===== src/rtl/piso_serializer.sv =====
// Parallel-in/serial-out transmitter feeding a sipo receiver; valid/ready word input, one bit per clk out.
// Optional trailing parity bit when PISO_PARITY_EN is defined (frame grows to WIDTH+1 bits).
module piso_serializer #(
  parameter int WIDTH      = 4,
  parameter bit MSB_FIRST  = 1'b1,
  parameter bit IDLE_LEVEL = 1'b0,
  parameter bit PARITY_ODD = 1'b0
) (
  input  logic             clk,
  input  logic             reset,
  input  logic [WIDTH-1:0] data_in,
  input  logic             data_valid,
  output logic             data_ready,
  output logic             serial_out,
  output logic             busy,
  output logic             last_bit
);

`ifdef PISO_PARITY_EN
  localparam int FRAME_LEN = WIDTH + 1;
`else
  localparam int FRAME_LEN = WIDTH;
`endif
  localparam int              CNT_W    = $clog2(FRAME_LEN + 1);
  localparam logic [CNT_W-1:0] LAST_CNT = CNT_W'(FRAME_LEN - 1);

  typedef enum logic {S_IDLE, S_SHIFT} state_t;

  state_t           r_state, w_state_next;
  logic [CNT_W-1:0] r_bit_cnt, w_bit_cnt_next;
  logic [WIDTH-1:0] r_shift, w_shift_next, w_shift_adv;
  logic             w_data_bit, w_frame_bit;

  // The outgoing data bit always sits at one end of the shift register.
  generate
    if (MSB_FIRST) begin : g_msb_first
      assign w_data_bit  = r_shift[WIDTH-1];
      assign w_shift_adv = {r_shift[WIDTH-2:0], 1'b0};
    end else begin : g_lsb_first
      assign w_data_bit  = r_shift[0];
      assign w_shift_adv = {1'b0, r_shift[WIDTH-1:1]};
    end
  endgenerate

`ifdef PISO_PARITY_EN
  logic r_parity, w_parity_next;
  assign w_frame_bit = (r_bit_cnt == CNT_W'(WIDTH)) ? r_parity : w_data_bit;
`else
  assign w_frame_bit = w_data_bit;
  // Parity sense only matters in the parity build; this keeps the parameter referenced.
  generate
    if (PARITY_ODD) begin : g_parity_odd_ignored
    end
  endgenerate
`endif

  always_comb begin
    w_state_next   = r_state;
    w_bit_cnt_next = r_bit_cnt;
    w_shift_next   = r_shift;
`ifdef PISO_PARITY_EN
    w_parity_next  = r_parity;
`endif
    data_ready     = 1'b0;
    busy           = 1'b0;
    last_bit       = 1'b0;
    serial_out     = IDLE_LEVEL;

    case (r_state)
      S_IDLE: begin
        data_ready = 1'b1;
      end
      S_SHIFT: begin
        busy       = 1'b1;
        serial_out = w_frame_bit;
        if (r_bit_cnt == LAST_CNT) begin
          last_bit       = 1'b1;
          data_ready     = 1'b1;
          w_state_next   = S_IDLE;
          w_bit_cnt_next = '0;
        end else begin
          w_bit_cnt_next = r_bit_cnt + CNT_W'(1);
          w_shift_next   = w_shift_adv;
        end
      end
      default: begin
        w_state_next   = S_IDLE;
        w_bit_cnt_next = '0;
      end
    endcase

    // An accept in the last_bit cycle reloads directly, giving gap-free streaming.
    if (data_valid && data_ready) begin
      w_state_next   = S_SHIFT;
      w_bit_cnt_next = '0;
      w_shift_next   = data_in;
`ifdef PISO_PARITY_EN
      w_parity_next  = (^data_in) ^ PARITY_ODD;
`endif
    end
  end

  always_ff @(posedge clk) begin
    if (reset) begin
      r_state   <= S_IDLE;
      r_bit_cnt <= '0;
      r_shift   <= '0;
`ifdef PISO_PARITY_EN
      r_parity  <= 1'b0;
`endif
    end else begin
      r_state   <= w_state_next;
      r_bit_cnt <= w_bit_cnt_next;
      r_shift   <= w_shift_next;
`ifdef PISO_PARITY_EN
      r_parity  <= w_parity_next;
`endif
    end
  end

endmodule

===== config.mk =====
export PLATFORM = sky130hd
export DESIGN_NAME = piso_serializer
export DESIGN_NICKNAME = d
export VERILOG_FILES = /design/src/rtl/piso_serializer.sv
export SDC_FILE = /design/constraint.sdc
export NUM_CORES = 1
export LEC_CHECK = 0
export BUFFER_PORTS_ARGS = -buffer_cell sky130_fd_sc_hd__buf_2
export CORE_AREA = 2 2 39 41
export CTS_BUF_LIST = sky130_fd_sc_hd__clkbuf_8
export CTS_CLUSTER_DIAMETER = 200
export CTS_CLUSTER_SIZE = 28
export DETAILED_ROUTE_END_ITERATION = 10
export DIE_AREA = 0 0 41 43
export GPL_ROUTABILITY_DRIVEN = 0
export PLACE_DENSITY_LB_ADDON = 0.25
export SYNTH_ARGS = -nofsm -noshare
export SYNTH_HDL_FRONTEND = slang
export SYNTH_SLANG_ARGS = --single-unit

===== constraint.sdc =====
create_clock -name clk -period 1.2 [get_ports clk]
set_input_delay 0.36 -clock clk [delete_from_list [all_inputs] [get_ports clk]]
set_output_delay 0.36 -clock clk [all_outputs]
set_load 0.005 [all_outputs]

# Word level (Yosys, flattened, before mapping)
# Index checks and enable logic that the tools add are counted.
word_totals:
  out_inout_bits: 4
  mem_bits_ro: 0
  word_cells: 23
  input_bits: 7
  latch_bits: 0
  ff_bits: 8
  n_memories: 0
  mem_bits_rw: 0
op_classes:
  n_addsub: 1
  div: 0
  magnitude_cmp: 0
  mux: 12
  multipliers: 0
  shift: 0
  n_eq_ne: 2
  n_reduce_logical: 4
  bitwise: 1
op_table:
  columns: ["cell", "n"]
  rows:
  - ["4-bit 2-to-1 mux", 3]
  - ["1-bit 2-to-1 mux", 7]
  - ["3-bit by 1-bit adder with 3-bit output (second input constant)", 1]
  - ["3-bit by 2-bit equality test with 1-bit output (second input constant)", 1]
  - ["3-bit 2-to-1 mux", 1]
  - ["2-bit by 1-bit inequality test with 1-bit output (second input constant)", 1]
  - ["1-bit case mux with 2 select lines", 1]
  - ["2-bit AND reduction", 1]
  - ["2-bit nonzero test", 1]
  - ["2-bit OR reduction", 1]
  - ["1-bit logical AND", 1]
  - ["1-bit NOT", 1]

# Depth between registers and ports, before layout
depth:
  word_depth: 6
  depth_mapped: 4
  ltp_nobuf: 4

# Worst setup path before layout
# Ideal clock, no wire load.
synth_path:
  kind: "register to output"
  startpoint: "reg r_bit_cnt[0]"
  endpoint: "out last_bit"
  setup_slack_ps: 95
  required_time_ps: 840
  n_path_buf: 0
  path_stages_with_launch: 4
  arrival_ps: 745
  path_cell_list: "dfxtp_1 > ha_1 > nand2b_2 > nor2_1"
synth_between:
  elab_chain_cells: 3
synth_lines:
  columns: ["item", "line", "source"]
  rows:
  - ["from (decl)", "30", "logic [CNT_W-1:0] r_bit_cnt, w_bit_cnt_next;"]
  - ["from (signal assigned)", "113", "r_bit_cnt <= w_bit_cnt_next;"]
  - ["3-bit by 2-bit equality test with 1-bit output", "76", "if (r_bit_cnt == LAST_CNT) begin"]
  - ["1-bit 2-to-1 mux", "76", null]
  - ["1-bit 2-to-1 mux", "69", "case (r_state)"]
  - ["to (decl)", "16", "output logic last_bit"]
# No other way between the ends.

# Worst setup path after layout
# Ends and elaborated chain as after synthesis.

==> summary.md <==
| Metric | Value |
|---|---|
| Area growth syn-to-layout | 50.5% |
| Final Cycle Share | 112% |
| Overflow after GRT | 0 |
| Gr usage total | 13.0% |
| Die Wd | 41 µm |
| # port buffers | 10 |
| Ys Warns | 0 |
| HP Class | in -> reg |
| Vias in the first global route | 348 |
| Initial antenna violation count | 0 |
| Fmax | roughly 740 MHz |
| Setup violators final | 2 |
| Post-layout min period | between 1 and 1.5 ns |
| DRC | 0 |
| Num rows | 14 |
| CP Class | reg -> out |
| Max-slew violation count | 0 |
| Worst Tran Pin Value | 0.228 ns |
| Sequential fraction of the synthesis area | 41.4% |
| Post-detailed-routing wire length | just over 800 µm |
| Post-Synthesis Cells | 36 |
| Post-Layout Cell Count | just under 70 |
| RSZ-0062 raised after global routing | yes |
| Failing checks | negative setup slack |
| HPWL Detailed | 565 µm |
| CP Max Fanout | 3 |
| Worst Setup Start Kind | register |
| Netlist cell types | 16 |
| Cts hold-fix bufs | 0 |
| First DRT Iteration DRCs | 0 |
| CORE AREA | ~1400 µm² |
| Share of cells above drive strength 1 | slightly above 60% |
| Inst Count DP | 64 |
| Diode count | 0 |
| CP Data Required Time | 0.84 ns |
| Die area | 1760 µm² |
| VDD IR max | 0.000572 V |
| DR WL/cell | between 10 and 15 µm |
| Final worst slack | -0.144 ns |
| First-pass DRT Iterations | 1 |
| Post-Syn Nets | between 40 and 50 |
| Cell chain of the critical path | ha_4, nand2b_4, nor2_2, buf_2 |
| # IOs | 11 |
| Nature of the critical path endpoint | output pin |
| Clock Pin Slew Worst Setup and Hold Paths | ~0.040 ns |
| CTS buffer count | 3 |
| Slew HR | a little over four fifths |
| Insertion delay to the later sink of the worst-skew pair | about 0.22 ns |
| Synthesized area per cell | approximately 11 µm² |
| CTS Sinks | 8 |
| CTS H-tree depth | 1 |
| Die height | 43 µm |
| Fillcell total | roughly 130 |
| Maximum buffer depth of the clock tree | 2 |
| Global-route wire length before repair | 1.50 mm |
| Final hold vios | 0 |
| Status | finished, violations left |
| Root Buffer | clkbuf_8 |
| Via/cell ratio | approximately 4.9 |
| Max stage delay cell, worst path | dfxtp_2 |
| Nets | 63 |
| FF+latch count, synth | 8 |
| Total power | ~0.00073 W |
| Static Leak | ~0.25 nW |
| Via count | about 340 |
| Largest net degree at the start of global routing | 9 |
| Initial core utilization | 27.9% |
| CTS tree | done |
| Area of the mapped netlist | between 300 and 400 µm² |
| Pwr per Cell Area | 1250 nW/µm² |
| Critical Path AT | between 0.9 and 1 ns |
| Clock skew | between 0.0006 and 0.0007 ns |
| Crit path largest cell delay | between 0.3 and 0.4 ns |
| Antenna viol nets, final | 0 |
| Max_cap viols | 0 |
-- routing by layer --
layer  vias up  track usage, %  part of all wire, %
met5         -               0                    0
li1        165               -                    -
met2         7            18.1                   48
met3         2            3.14                  4.7
met1       163            16.2                   45
met4         0            10.0                  1.6
-- flip-flops by register name, indices dropped and copies added, names as in the netlist --
register   cells
r_shift        4
r_bit_cnt      3
r_state        1
-- cell usage after synthesis --
library cell,n,area (µm²)
dfxtp_1,8,160
mux2i_1,5,50.1
nor2_1,5,18.8
a221oi_1,4,35.0
a211oi_1,2,15.0
buf_6,2,22.5
a21oi_1,1,5.00
and2_1,1,6.26
buf_1,1,3.75
ha_1,1,12.5
inv_1,1,3.75
mux2_4,1,15.0
nand2_4,1,11.3
nand2b_1,1,6.26
nand2b_2,1,8.76
nor3b_2,1,12.5
-- through the flow --
step | worst slack, ns | TNS, ns | hold slack (ns) | utilization (%) | area [µm²]
finish | -0.144 | -0.274 | 0.424 | 42.0 | 582
global route | -0.184 | -0.348 | 0.431 | 42.0 | 582
CTS | -0.155 | -0.299 | 0.422 | 41.4 | 573
detailed placement | -0.00577 | -0.00577 | 0.477 | 34.7 | 480
global placement | 0.0181 | 0 | 0.478 | 34.7 | 480
floorplan | 0.0950 | 0 | 0.456 | - | 387
-- cell type report --
| cell class | count | area, µm² | share of cell area, % |
|---|---|---|---|
| well taps | 16 | 20.0 | 3.44 |
| repair buffers | 17 | 120 | 20.6 |
| clock buffers | 3 | 41.3 | 7.10 |
| flip-flops and latches | 8 | 164 | 28.2 |
| multi-input cells | 24 | 233 | 40.0 |
| inverters | 1 | 3.75 | 0.645 |
-- critical path: cells and delay by family (launching register included) --
family,cells,cell delay [ns]
flops,1,0.35
buf+inv,1,0.11
fa+ha+maj,1,0.15
simple gates,2,0.15
-- final timing paths --
check                                                  to  cells after the start  slack, ns                 startpoint
worst max-delay path                             last_bit                      4      -0.14  r_bit_cnt[0]$_SDFFE_PP0P_
worst min-delay path              r_shift[2]$_SDFFE_PP0P_                      2       0.42                      reset
worst max register to register    r_shift[0]$_SDFFE_PP0P_                      5       0.07  r_bit_cnt[0]$_SDFFE_PP0P_
worst min register to register  r_bit_cnt[2]$_SDFFE_PP0P_                      1       0.49  r_bit_cnt[2]$_SDFFE_PP0P_
-- cell usage in the layout (no fill, tap or decap), drive strengths merged, types with 2 or more instances in the layout --
cell type / instances
nand2b: 2
a221oi: 4
nor2: 5
clkbuf: 3
a211oi: 2
mux2i: 5
dfxtp: 8
buf: 17
-- timing repair --
item | 4_1_cts | 5_1_grt
endpoints found under the setup margin | 6 | 4
resized for setup | 10 | 4
buffers inserted | 1 | 2
pin swaps | 2 | 3
-- cell families (layout without fill, tap and decap cells) --
| group | count (synthesis) | in the layout | share of synthesized area (%) |
|---|---|---|---|
| flops | 8 | 8 | 41.4 |
| fa+ha+maj | 1 | 1 | 3.24 |
| simple gates | 10 | 10 | 16.5 |
| buf+inv | 4 | 21 | 7.76 |
| mux | 6 | 6 | 16.8 |
| compound gates | 7 | 7 | 14.2 |
-- power breakdown --
part           internal [W]  leakage [nW]  switching (W)
Clock              0.000217        0.0216       0.000103
Sequential         0.000285        0.0669      0.0000109
Combinational     0.0000628         0.163      0.0000502
Note: power is estimated with default switching activity, not from simulation.
